`config.mk`:
```
export PLATFORM = sky130hd
export DESIGN_NAME = interrupt_controller_flat
export DESIGN_NICKNAME = d
export VERILOG_FILES = /design/src/rtl/interrupt_controller_if.sv /design/src/rtl/interrupt_controller.sv /design/src/flat_wrapper.sv
export SDC_FILE = /design/constraint.sdc
export NUM_CORES = 1
export LEC_CHECK = 0
export ABC_AREA = 1
export BUFFER_PORTS_ARGS = -buffer_cell sky130_fd_sc_hd__buf_2
export CAP_MARGIN = 30
export CORE_UTILIZATION = 39
export CTS_BUF_LIST = sky130_fd_sc_hd__clkbuf_4
export CTS_CLUSTER_DIAMETER = 30
export DETAILED_ROUTE_END_ITERATION = 16
export GPL_TIMING_DRIVEN = 0
export PLACE_DENSITY = 0.64
export SLEW_MARGIN = 40
export SYNTH_ARGS = -nofsm -noshare
export SYNTH_HDL_FRONTEND = slang
export SYNTH_SLANG_ARGS = --single-unit
```
`constraint.sdc`:
```
create_clock -name clk -period 1.4 [get_ports clk]
set_clock_uncertainty 0.1 [all_clocks]
set_input_delay 0.21 -clock clk [delete_from_list [all_inputs] [get_ports clk]]
set_output_delay 0.21 -clock clk [all_outputs]
set_load 0.005 [all_outputs]
```
`src/rtl/interrupt_controller_if.sv`:
```
// Bus, interrupt-source and CPU handshake signals of the interrupt controller.
interface interrupt_controller_if;
  logic [7:0] din;
  logic [7:0] address;
  logic       w_en;
  logic       r_en;
  logic [7:0] dout;
  logic [7:0] irq_in;
  logic [7:0] irq_clr;
  logic       int_req;
  logic [2:0] int_vector;
  logic       int_ack;
  logic       int_done;

  modport slave (
    input  din, address, w_en, r_en, irq_in, int_ack, int_done,
    output dout, irq_clr, int_req, int_vector
  );

  modport master (
    output din, address, w_en, r_en, irq_in, int_ack, int_done,
    input  dout, irq_clr, int_req, int_vector
  );
endinterface

```
`src/rtl/interrupt_controller.sv`:
```
// Fixed-priority 8-source interrupt controller; INTC_EDGE_LATCH_EN selects edge-latched pending.
// Request 1 cycle after an active source, reads 1 cycle; no backpressure, the CPU paces it via ack/done.
module interrupt_controller #(
  parameter logic [7:0] INTC_ADDRESS = 8'h00
) (
  input logic                   clk,
  input logic                   rst,
  interrupt_controller_if.slave bus
);
  localparam logic [7:0] ADDR_ENABLE  = INTC_ADDRESS;
  localparam logic [7:0] ADDR_PENDING = INTC_ADDRESS + 8'd1;
  localparam logic [7:0] ADDR_CONTROL = INTC_ADDRESS + 8'd2;
  localparam logic [7:0] ADDR_VECTOR  = INTC_ADDRESS + 8'd3;

  typedef enum logic [1:0] {IDLE, PEND, SERVICE} state_t;

  state_t     r_state, w_state_nxt;
  logic [7:0] r_enable, r_control, r_dout, w_rd_dat;
  logic [7:0] r_irq_clr, w_irq_clr_nxt;
  logic       r_int_req, w_int_req_nxt;
  logic [2:0] r_int_vector, w_int_vector_nxt, w_winner;
  logic [7:0] w_pending, w_active;
  logic       w_wr_enable, w_wr_control, w_in_service;

  assign w_wr_enable  = bus.w_en && (bus.address == ADDR_ENABLE);
  assign w_wr_control = bus.w_en && (bus.address == ADDR_CONTROL);
  assign w_in_service = (r_state == SERVICE);

`ifdef INTC_EDGE_LATCH_EN
  logic [7:0] r_pending, r_irq_old;
  logic [7:0] w_w1c;

  assign w_w1c = (bus.w_en && (bus.address == ADDR_PENDING)) ? bus.din : 8'h00;

  // A new rising edge wins over a clear landing in the same cycle.
  always_ff @(posedge clk) begin
    if (rst) begin
      r_pending <= 8'h00;
      r_irq_old <= 8'h00;
    end else begin
      r_irq_old <= bus.irq_in;
      r_pending <= (r_pending & ~r_irq_clr & ~w_w1c) | (bus.irq_in & ~r_irq_old);
    end
  end

  assign w_pending = r_pending;
`else
  assign w_pending = bus.irq_in;
`endif

  assign w_active = w_pending & r_enable;

  always_comb begin
    w_winner = 3'd0;
    for (int i = 7; i >= 0; i--) begin
      if (w_active[i]) w_winner = 3'(i);
    end
  end

  always_comb begin
    w_state_nxt      = r_state;
    w_int_req_nxt    = r_int_req;
    w_int_vector_nxt = r_int_vector;
    w_irq_clr_nxt    = 8'h00;
    case (r_state)
      IDLE: begin
        w_int_req_nxt = 1'b0;
        if (r_control[0] && (w_active != 8'h00)) begin
          w_state_nxt      = PEND;
          w_int_req_nxt    = 1'b1;
          w_int_vector_nxt = w_winner;
        end
      end
      PEND: begin
        // The vector registered during the ack cycle is the one serviced.
        if (bus.int_ack) begin
          w_state_nxt   = SERVICE;
          w_int_req_nxt = 1'b0;
          w_irq_clr_nxt = 8'h01 << r_int_vector;
        end else if ((w_active == 8'h00) || (w_wr_control && !bus.din[0])) begin
          w_state_nxt   = IDLE;
          w_int_req_nxt = 1'b0;
        end else begin
          w_int_req_nxt    = 1'b1;
          w_int_vector_nxt = w_winner;
        end
      end
      SERVICE: begin
        w_int_req_nxt = 1'b0;
        if (bus.int_done) w_state_nxt = IDLE;
      end
      default: begin
        w_state_nxt   = IDLE;
        w_int_req_nxt = 1'b0;
      end
    endcase
  end

  always_comb begin
    w_rd_dat = 8'h00;
    if (bus.address == ADDR_ENABLE)       w_rd_dat = r_enable;
    else if (bus.address == ADDR_PENDING) w_rd_dat = w_pending;
    else if (bus.address == ADDR_CONTROL) w_rd_dat = r_control;
    else if (bus.address == ADDR_VECTOR)  w_rd_dat = {w_in_service, 4'b0000, r_int_vector};
  end

  always_ff @(posedge clk) begin
    if (rst) begin
      r_state      <= IDLE;
      r_int_req    <= 1'b0;
      r_int_vector <= 3'd0;
      r_irq_clr    <= 8'h00;
      r_enable     <= 8'h00;
      r_control    <= 8'h00;
      r_dout       <= 8'h00;
    end else begin
      r_state      <= w_state_nxt;
      r_int_req    <= w_int_req_nxt;
      r_int_vector <= w_int_vector_nxt;
      r_irq_clr    <= w_irq_clr_nxt;
      if (w_wr_enable)  r_enable  <= bus.din;
      if (w_wr_control) r_control <= bus.din;
      if (bus.r_en)     r_dout    <= w_rd_dat;
    end
  end

  assign bus.dout       = r_dout;
  assign bus.irq_clr    = r_irq_clr;
  assign bus.int_req    = r_int_req;
  assign bus.int_vector = r_int_vector;
endmodule
```
`src/flat_wrapper.sv`:
```
// flat-port wrapper written by rule: the top's interface ports become plain ports
module interrupt_controller_flat 
#(
  parameter logic [7:0] INTC_ADDRESS = 8'h00
)
  (clk, rst, bus_din, bus_address, bus_w_en, bus_r_en, bus_irq_in, bus_int_ack, bus_int_done, bus_dout, bus_irq_clr, bus_int_req, bus_int_vector);
  interrupt_controller_if bus_i ();
  input logic clk;
  input logic rst;
  input wire logic [$bits(bus_i.din)-1:0] bus_din;
  input wire logic [$bits(bus_i.address)-1:0] bus_address;
  input wire logic [$bits(bus_i.w_en)-1:0] bus_w_en;
  input wire logic [$bits(bus_i.r_en)-1:0] bus_r_en;
  input wire logic [$bits(bus_i.irq_in)-1:0] bus_irq_in;
  input wire logic [$bits(bus_i.int_ack)-1:0] bus_int_ack;
  input wire logic [$bits(bus_i.int_done)-1:0] bus_int_done;
  output wire logic [$bits(bus_i.dout)-1:0] bus_dout;
  output wire logic [$bits(bus_i.irq_clr)-1:0] bus_irq_clr;
  output wire logic [$bits(bus_i.int_req)-1:0] bus_int_req;
  output wire logic [$bits(bus_i.int_vector)-1:0] bus_int_vector;
  assign bus_i.din = bus_din;
  assign bus_i.address = bus_address;
  assign bus_i.w_en = bus_w_en;
  assign bus_i.r_en = bus_r_en;
  assign bus_i.irq_in = bus_irq_in;
  assign bus_i.int_ack = bus_int_ack;
  assign bus_i.int_done = bus_int_done;
  assign bus_dout = bus_i.dout;
  assign bus_irq_clr = bus_i.irq_clr;
  assign bus_int_req = bus_i.int_req;
  assign bus_int_vector = bus_i.int_vector;
  interrupt_controller #(.INTC_ADDRESS(INTC_ADDRESS)) u_core (.clk(clk), .rst(rst), .bus(bus_i));
endmodule
```
==> flow_summary.yaml <==
placement:
  portBuffers: 48
  gp_congestion: 0.828
  dp_hpwl_mm: 3.24
  place_area_um2: 2050
  dp_slack_ps: -124
die:
  die_w_um: 68.9
  die_h_um: 68.9
  rows: 23
  die_area_um2: 4750
  initial_core_util_pct: 42.1
  io_pins: 50
  design.core.area_um2: 4140
synth:
  ys_types: 28
  synth_seq_cells: 38
  yosys.area_share.adder_pct: 0
  yosysSeqAreaShare_pct: 43.6
  netlist_area_um2: 1750
  synth_mux_area_share_pct: 0
  synth_top_family_by_area: "simple AND/OR/NAND/NOR gates"
  synth_cells: 231
  syn_avg_cell_area_um2: 7.56
  syn_nets: 261
  ys_warn_count: 0
  synth_compound_area_share_pct: 14.5
  synth_simple_gate_area_share_pct: 36.4
  synthXorXnorAreaFrac_pct: 0
critical_path:
  cp-start-kind: "flip-flop"
  max_stage_delay_ps: 490
  cp-end-kind: "output port"
  crit_family: "flip-flops"
  worstPathMaxFanout: 8
  path_cells: "buf_2"
  cp.required_ps: 1090
  worstPathArrival_ps: 1000
  cp_slowest_cell: "dfxtp_1"
  criticalPathCategory: "flip-flop to output port"
  path_buf_inv: 1
power:
  p_leak_uw: 0.000993
  pwr_density_cell_nw_per_um2: 837
  vdd_ir_drop_max_uv: 523
global_routing:
  use_met1_pct: 26.2
  overflow: 0
  grt_util_met2_pct: 33.6
  grt_pass1_wl_mm: 7.06
  first_global_vias: 1557
  grt.busiest_layer: "met2"
  grt_use_met3_pct: 4.28
  grt_max_degree: 13
  antenna_found_initial: 0
  grt_usage_pct: 20.4
timing:
  setup_ws_ps: 85.2
  setup_tns_ps: 0
  worstMarginPinSlew_ps: 421
  fmax_mhz: 761
  layout_min_cycle_time_ps: 1310
  period_share_pct: 93.9
  grt_setup_unrepaired: "no"
  setup_viol: 0
  slew_violations: 0
  maxSlewHeadroom_pct: 71.9
  timing.final.hold_violations: 0
layout:
  layout_common_cells: "buf_2, nor2_1, nand2_1"
  post-route-cell-area_um2: 2150
  multiInputGateArea_um2: 926
  antenna_cells: 0
  syn2layout_area_growth_pct: 23.2
  seqCellArea_um2: 771
  drive_gt1_share_pct: 31.7
  fin_util_pct: 51.9
  fill_cells: 445
  layout_commonest_cell: "buf_2"
  nets: 316
clock_network:
  numCtsBuffers: 5
  cts_tree: "done"
  root_buffer: "clkbuf_4"
  clock_latency_ps: 350
  clock_path_buffers: 2
  clk_pin_slew_ps: 120
  htreeDepth: 2
  cts_sinks: 38
route:
  viasPerCell: 5.02
  drtIter0Drc: 106
  wl_per_cell_um: 12.6
  drc: 0
  ant_nets: 0
  vias: 1691
  drt_wl_total_mm: 4.25
  first_pass_iters: 4
job:
  cap_violations: 0
run_status:
  status: "completed"
hold_path:
  hold_class: "primary input to flip-flop"
flip-flops by register name, indices dropped and copies added, names as in the netlist:
signal,cells
u_core.bus.irq_clr,8
u_core.bus.int_req,1
u_core.bus.dout,8
u_core.r_control,8
u_core.bus.int_vector,3
u_core.r_state,2
u_core.r_enable,8
synthesized netlist by cell type:
cell / instances / share of area, %
dfxtp_1: 38 / 44
nand2_1: 41 / 8.8
nor2_4: 2 / 1.3
and3_2: 1 / 0.43
nand2_4: 4 / 2.6
nor2_2: 2 / 0.72
clkbuf_1: 3 / 0.65
nor2_8: 1 / 1.1
nor2_1: 40 / 8.6
nand3_2: 1 / 0.57
o21ai_1: 1 / 0.29
o21bai_1: 1 / 0.43
clkinv_4: 1 / 0.50
nand4_4: 1 / 1.2
nand2_2: 1 / 0.36
nand2b_1: 4 / 1.4
o21ai_0: 19 / 5.4
o2111ai_1: 4 / 2.0
a31oi_1: 4 / 1.4
inv_2: 2 / 0.43
a21oi_1: 17 / 4.9
inv_1: 14 / 3.0
clkinv_2: 1 / 0.29
nand3_1: 14 / 4.0
nor3_1: 10 / 2.9
nand3_4: 2 / 2.0
nand4_1: 1 / 0.36
buf_6: 1 / 0.65
path summary, 6_finish.rpt:
path	start	end	slack (ps)	depth (start not counted)
worst max-delay path	u_core.bus.int_vector[1]	bus_int_vector[1]	90	1
worst min-delay path	bus_din[1]	u_core.r_control[1]	10	3
worst max register to register	u_core.r_enable[5]	u_core.bus.int_vector[1]	90	9
worst min register to register	u_core.bus.dout[7]	u_core.bus.dout[7]	370	2
layer usage:
layer	vias to the layer above	part of all wire, %
met2	39	48
met5	-	0
li1	880	-
met3	7	4.4
met1	765	47
met4	0	1.2
final cells by class:
cell class / count / area share, %
clock buffers: 5 / 1.75
multi-input cells: 171 / 43.1
well taps: 50 / 2.91
plain buffers: 4 / 1.05
flip-flops and latches: 38 / 35.9
repair buffers: 48 / 11.2
inverters: 18 / 3.43
clock inverters: 3 / 0.757
kinds of logic after synthesis:
logic type	count (synthesis)
compound gates	46
buf+inv	22
flops	38
simple gates	125
where the power goes:
group	total [µW]	internal, µW	switching (µW)
clock network	565	187	378
registers	1090	1090	3.35
logic	144	56.2	87.6
stage by stage:
step	hold slack, ps	power [µW]	instances
final	13.4	1800	337
after global routing	10.1	1880	337
after CTS	9.80	1810	337
after detailed placement	358	1260	329
after global placement	354	1260	329
after floorplan	266	1180	231
timing repair:
item | in CTS | in global routing
setup endpoints to repair | 2 | 3
setup buffers | 0 | 0
hold buffers | 0 | 0
pin swaps | 0 | 3
gates resized for setup | 2 | 17
(Power assumes the default switching activity.)
